[src/rtl/ulpi_link_rx.sv]
// ulpi_link_rx
// ULPI link-layer receive front end running on the 60MHz PHY clock.
// After reset it writes the PHY Function Control register to put the PHY
// into non-driving (sniff) mode. It then decodes PHY-driven bus cycles into
// a packet byte stream with SOP/EOP/error qualifiers and tracks RX CMD line
// status.
//
// Ports
//   clk_i          ULPI PHY clock, all logic on the rising edge
//   rst_ni         asynchronous active-low reset
//   ulpi_data_i    bus data from the PHY
//   ulpi_data_o    bus data to the PHY (pad tristates while dir=1)
//   ulpi_dir_i     1 = PHY owns the bus
//   ulpi_nxt_i     PHY nxt
//   ulpi_stp_o     link stp
//   xcvr_sel_i     XcvrSelect, merged into the Function Control value
//   mode_update_i  pulse requesting a fresh Function Control write
//   cfg_done_o     latest Function Control write has completed
//   rx_valid_o     packet byte strobe, rx_data_o holds the byte
//   rx_sop_o       first byte of a packet (with rx_valid_o)
//   rx_eop_o       end-of-packet strobe, rx_err_o flags a bad packet
//   linestate_o    LineState from the last RX CMD
//   vbus_o         VbusState from the last RX CMD
module ulpi_link_rx #(
  parameter logic [5:0] FC_ADDR = 6'h04,
  parameter logic [7:0] FC_BASE = 8'h48
) (
  input  logic       clk_i,
  input  logic       rst_ni,
  input  logic [7:0] ulpi_data_i,
  output logic [7:0] ulpi_data_o,
  input  logic       ulpi_dir_i,
  input  logic       ulpi_nxt_i,
  output logic       ulpi_stp_o,
  input  logic [1:0] xcvr_sel_i,
  input  logic       mode_update_i,
  output logic       cfg_done_o,
  output logic       rx_valid_o,
  output logic [7:0] rx_data_o,
  output logic       rx_sop_o,
  output logic       rx_eop_o,
  output logic       rx_err_o,
  output logic [1:0] linestate_o,
  output logic [1:0] vbus_o
);

  typedef enum logic [1:0] {
    TX_IDLE = 2'd0,
    TX_CMD  = 2'd1,
    TX_DATA = 2'd2,
    TX_STP  = 2'd3
  } tx_state_t;

  tx_state_t  tx_state;
  tx_state_t  tx_next;
  logic [7:0] tx_data;
  logic       start_write;

  logic       prev_dir;
  logic       turnaround;
  logic       dir_fall;

  logic       stp_boot;     // stp held high from reset until the first clock
  logic       cfg_pending;
  logic       rewrite;      // mode update seen while a write was in flight
  logic [1:0] xcvr_lat;

  logic       rx_active;
  logic       in_pkt;
  logic       first_byte;
  logic       sticky_err;
  logic       cmd_active;
  logic       cmd_err;

  // ---------------------------------------------------------------------------
  // Bus ownership tracking
  // ---------------------------------------------------------------------------
  always_comb begin
    turnaround = ulpi_dir_i ^ prev_dir;
    dir_fall   = prev_dir & ~ulpi_dir_i;
    // RxEvent is data[5:4]; codes 01 and 11 both mean RxActive, 11 adds RxError
    cmd_active = ulpi_data_i[4];
    cmd_err    = ulpi_data_i[5] & ulpi_data_i[4];
  end

  // ---------------------------------------------------------------------------
  // TX register-write FSM
  // ---------------------------------------------------------------------------
  always_comb begin
    tx_next     = tx_state;
    tx_data     = '0;
    start_write = 1'b0;
    case (tx_state)
      TX_IDLE: begin
        if (cfg_pending && !ulpi_dir_i && !prev_dir) begin
          tx_next     = TX_CMD;
          start_write = 1'b1;
        end
      end
      TX_CMD: begin
        tx_data = {2'b10, FC_ADDR};
        if (ulpi_dir_i) begin
          tx_next = TX_IDLE;
        end else if (ulpi_nxt_i) begin
          tx_next = TX_DATA;
        end
      end
      TX_DATA: begin
        tx_data = FC_BASE | {6'b0, xcvr_lat};
        if (ulpi_dir_i) begin
          tx_next = TX_IDLE;
        end else if (ulpi_nxt_i) begin
          tx_next = TX_STP;
        end
      end
      TX_STP: begin
        tx_next = TX_IDLE;
      end
      default: begin
        tx_next = TX_IDLE;
      end
    endcase
  end

  always_comb begin
    // Data is forced to zero the moment the PHY takes the bus so an aborted
    // write never presents a driven value during dir=1.
    ulpi_data_o = ulpi_dir_i ? '0 : tx_data;
    ulpi_stp_o  = stp_boot | (tx_state == TX_STP);
  end

  always_ff @(posedge clk_i or negedge rst_ni) begin
    if (!rst_ni) begin
      tx_state    <= TX_IDLE;
      stp_boot    <= 1'b1;
      cfg_pending <= 1'b1;
      rewrite     <= 1'b0;
      xcvr_lat    <= '0;
      cfg_done_o  <= 1'b0;
    end else begin
      tx_state <= tx_next;
      stp_boot <= 1'b0;

      if (start_write) begin
        xcvr_lat <= xcvr_sel_i;
        rewrite  <= 1'b0;
      end else if (mode_update_i && tx_state != TX_IDLE) begin
        rewrite <= 1'b1;
      end

      // A request that arrived during the current write keeps the pending
      // flag alive so exactly one further write follows this one.
      if (mode_update_i) begin
        cfg_pending <= 1'b1;
        cfg_done_o  <= 1'b0;
      end else if (tx_state == TX_STP && !rewrite) begin
        cfg_pending <= 1'b0;
        cfg_done_o  <= 1'b1;
      end
    end
  end

  // ---------------------------------------------------------------------------
  // RX decode
  // ---------------------------------------------------------------------------
  always_ff @(posedge clk_i or negedge rst_ni) begin
    if (!rst_ni) begin
      prev_dir    <= 1'b0;
      rx_active   <= 1'b0;
      in_pkt      <= 1'b0;
      first_byte  <= 1'b0;
      sticky_err  <= 1'b0;
      rx_valid_o  <= 1'b0;
      rx_data_o   <= '0;
      rx_sop_o    <= 1'b0;
      rx_eop_o    <= 1'b0;
      rx_err_o    <= 1'b0;
      linestate_o <= '0;
      vbus_o      <= '0;
    end else begin
      prev_dir   <= ulpi_dir_i;
      rx_valid_o <= 1'b0;
      rx_sop_o   <= 1'b0;
      rx_eop_o   <= 1'b0;
      rx_err_o   <= 1'b0;

      if (ulpi_dir_i && !turnaround) begin
        if (!ulpi_nxt_i) begin
          // RX CMD
          linestate_o <= ulpi_data_i[1:0];
          vbus_o      <= ulpi_data_i[3:2];
          rx_active   <= cmd_active;
          if (!rx_active && cmd_active) begin
            in_pkt     <= 1'b1;
            first_byte <= 1'b1;
          end
          if (rx_active && !cmd_active && in_pkt) begin
            in_pkt     <= 1'b0;
            rx_eop_o   <= 1'b1;
            rx_err_o   <= sticky_err;
            sticky_err <= 1'b0;
          end else if (cmd_err) begin
            sticky_err <= 1'b1;
          end
        end else if (in_pkt) begin
          rx_valid_o <= 1'b1;
          rx_data_o  <= ulpi_data_i;
          rx_sop_o   <= first_byte;
          first_byte <= 1'b0;
        end
      end else if (dir_fall) begin
        // Releasing the bus ends any receive; RxActive is dropped too so the
        // next RX CMD with RxActive=1 opens a fresh packet.
        rx_active <= 1'b0;
        if (in_pkt) begin
          in_pkt     <= 1'b0;
          rx_eop_o   <= 1'b1;
          rx_err_o   <= sticky_err | rx_active;
          sticky_err <= 1'b0;
        end
      end
    end
  end

endmodule

[config.mk]
export PLATFORM = sky130hd
export DESIGN_NAME = ulpi_link_rx
export DESIGN_NICKNAME = d
export VERILOG_FILES = /design/src/rtl/ulpi_link_rx.sv
export SDC_FILE = /design/constraint.sdc
export NUM_CORES = 1
export LEC_CHECK = 0
export CAP_MARGIN = 15
export CORE_UTILIZATION = 40
export CTS_CLUSTER_SIZE = 20
export DETAILED_ROUTE_END_ITERATION = 6
export MAX_ROUTING_LAYER = met4
export PLACE_DENSITY = 0.71
export SLEW_MARGIN = 30
export SYNTH_ARGS = -nofsm -noshare
export SYNTH_HDL_FRONTEND = slang
export SYNTH_SLANG_ARGS = --single-unit
[constraint.sdc]
create_clock -name clk_i -period 1.8 [get_ports clk_i]
set_input_delay 0.54 -clock clk_i [delete_from_list [all_inputs] [get_ports clk_i]]
set_output_delay 0.54 -clock clk_i [all_outputs]
set_load 0.005 [all_outputs]
==> key figures, run 1 <==
Final layout
  – Commonest cells after routing, fill and taps aside: 30 x clkdlybuf4s50_1, 27 x dfrtp_1, 14 x nand2_1, 10 x mux2_2, 10 x buf_4
  – Area delta synth->final: 48.99%
  – Final nets: between 150 and 200
  – Filler Cell Count: 238
  – Non-Filler Instances: roughly 190
  – Commonest non-fill, non-tap cell in the layout: clkdlybuf4s50_1
  – Inserted Diodes: 0
  – Ratio of cells with drive above 1 in the final layout: 0.3374
  – Cell area after layout: 1846 µm²

Worst setup path
  – Crit. End Element: primary output
  – R2R Setup Slk: 0.30 ns
  – Critical path class: reg -> out
  – CP max FO: 4
  – CP cell instances: buf_6 > buf_6 > buf_6 > and3_4 > buf_6
  – Worst Setup SP: tx_state[1]
  – CP Data Required Time: 1.26 ns
  – Crit path top cell by count: buf_6
  – Reg2Reg Capture Point: xcvr_lat[1]
  – WP buf/inv: 4
  – Reg2reg start: tx_state[1]
  – Crit path DAT: roughly 1.4 ns
  – Crit-path slowest cell: dfrtp_1
  – Critical Path Max Stage Delay: approximately 0.40 ns
  – Cell count of the worst reg-to-reg path: 5
  – Critical path's top delay family: buffers and inverters
  – Crit start category: register

Global route
  – Pin count of the biggest net entering global routing: 30
  – Tot GR Track Use: 0.1906
  – Grt ovf: 0
  – Number of global-route vias before repair: 1048
  – Initial antenna violation count: 0
  – Global-route wire length before repair: roughly 4600 µm

Clocking
  – Root buf cell: clkbuf_4
  – CTS Hold Bufs: 0
  – Clock buffer count from CTS: 5
  – Clock sinks: 29
  – Clock tree from TritonCTS: yes
  – Longest Clk Path Bufs: 2
  – H-tree Lvls: 2
  – Clk_lat worst skew: 0.32 ns
  – CTS clock-pin slew for the worst setup and hold paths: ~0.090 ns

Min path
  – Worst min path class: reg -> reg
  – Hold depth: 2
  – Hold EP: vbus_o[1]
  – Hold path start: vbus_o[1]

Synth
  – Mapped Area: between 1000 and 1500 µm²
  – Largest family of logic cells by synthesized area: simple AND/OR/NAND/NOR gates
  – Post-Synth XOR/XNOR Area: 0
  – Ys async rst share: 1.000
  – Top_reg_cell synth: dfrtp_1
  – Adder-cell area share of the yosys netlist: 0
  – Register area share after synthesis: 0.5879
  – Compound-Gate Fraction of Synth Area: 0.08788
  – Post-Syn Instances: approximately 110
  – Simple-Gate Fraction of Synth Area: 0.1545
  – Post-synthesis mux area share: 0.09091
  – Cell variety after synth: 34
  – Yosys reg bits: 29
  – YS warnings: 0
  – Post-synth EDFFs: 0
  – Syn avg cell area: 11.69 µm²

Routing
  – DRT iter0 DRCs: 14
  – Antenna Violating Nets Remaining: 0
  – Vias: roughly 970
  – Avg WL per Cell: approximately 14 µm
  – Final wirelength: 2786 µm
  – 1st-pass router iterations: 6
  – Vias/cell: 4.995
  – DRC Markers: 2

Timing
  – Clock Skews: 0.01209 ns
  – Hold_ws: 0.4881 ns
  – Final setup viols: 4
  – Fmax: 522.6 MHz
  – Final hold vios: 0
  – Period utilization: 1.063
  – Slew Limit Fails: 0
  – Minimum clock period after layout: about 1.9 ns
  – Unrepaired setup endpoints after global routing: true
  – Setup TNS Final: -0.2442 ns
  – Fin worst setup slack: -0.1136 ns

Status
  – Failing checks: design-rule violations, negative setup slack
  – Run status: complete, but fails checks

Die
  – Die X: 57.65 µm
  – Die Y: a little under 60 µm
  – Initial core utilization: 0.4342
  – Die Area: 3324 µm²
  – IO Pins: 41
  – Core area: 2853 µm²
  – Row count: 19

Place
  – DP Wirelength: around 1800 µm
  – Routability cong.: around 0.75
  – I/O Buffers: 38
  – Placed insts: 177
  – Placed Area: 1698 µm²

Power and ir drop
  – Power Density: 949.0 nW/µm²
  – LEAKAGE: slightly below 0.9 nW
  – Peak supply drop: about 0.56 mV

Job
  – Max-cap violation count: 0
==> worst min-delay path, cell delays in order, from the launching register on <==
cell and delay, ns:
dfrtp_1 0.35, nand2_1 0.05, nand2_1 0.06
==> layout make-up <==
class,count,area [µm²],share of cell area
Sequential cell,29,728.2,0.3946
Timing Repair Buffer,57,540.5,0.2929
Multi-Input combinational cell,62,462.9,0.2508
Clock buffer,8,48.80,0.02644
Tap cell,31,38.79,0.02102
Inverter,7,26.28,0.01424
==> sequential cells by signal, summed over array words and instances, names as in the netlist <==
register	cells
cfg_done_o	1
cfg_pending	1
first_byte	1
in_pkt	1
linestate_o	2
prev_dir	1
rewrite	1
rx_active	1
rx_data_o	8
rx_eop_o	1
rx_err_o	1
rx_sop_o	1
rx_valid_o	1
sticky_err	1
stp_boot	1
tx_state	2
vbus_o	2
xcvr_lat	2
==> repair_timing <==
item	4_1_cts	5_1_grt
setup buffers	7	3
cloned	0	0
setup endpoints to repair	7	7
pin swaps	3	4
gates resized for setup	34	13
==> power breakdown <==
group	internal, mW	total [mW]	switching, mW
clock	0.155	0.361	0.206
sequential	0.789	0.866	0.0766
combinational	0.344	0.524	0.180
total	1.29	1.75	0.463
==> synthesized netlist by cell type (all sizes together) (2+ instances only) <==
cell    count  area, µm²
dfrtp      27      675.7
nand2      14      52.55
mux2       10      112.6
buf         8      58.81
inv         7      26.28
a21oi       5      36.29
nor2        4      15.01
and3b       3      28.78
a21o        2      15.01
and3        2      12.51
clkbuf      2      8.750
dfstp       2      52.55
nand3b      2      15.01
nor3        2      10.01
o22ai       2      12.51
==> through the flow <==
step,util,setup slack [ns],power (mW)
6_report,0.6469,-0.1136,1.751
5_1_grt,0.6469,-0.1530,1.859
4_1_cts,0.6303,-0.1472,1.740
3_5_place_dp,0.5952,-0.6356,1.359
3_3_place_gp,0.5952,-0.5998,1.335
2_1_floorplan,-,0.1304,1.049
==> metal layers <==
metal	global-route usage	part of all wire	vias up
li1	-	-	463
met3	0.05357	0.048	6
met5	-	0	-
met1	0.2261	0.40	474
met2	0.2990	0.53	26
met4	0.09524	0.024	0
==> cells by family (layout without fill, tap and decap cells) <==
logic type      Yosys count  after routing
flops                    29             29
buf+inv                  17             72
mux                      10             10
simple gates             34             34
compound gates           15             15
other cells               1              3
==> worst max-delay path by stage <==
stage	cells after the start	end
after floorplan	3	ulpi_data_o[7]
after global placement	3	ulpi_data_o[2]
after detailed placement	3	ulpi_data_o[7]
after CTS	6	ulpi_data_o[1]
after global routing	5	ulpi_data_o[1]
final	5	ulpi_data_o[1]
Power figures use the tool's default switching activity.
==> inputs of run 2 (changes only) <==
SLEW_MARGIN = not set   (was 30)
==> results of run 2 <==
Same layout as run 1: the final DEF is identical, and so are final timing and power.
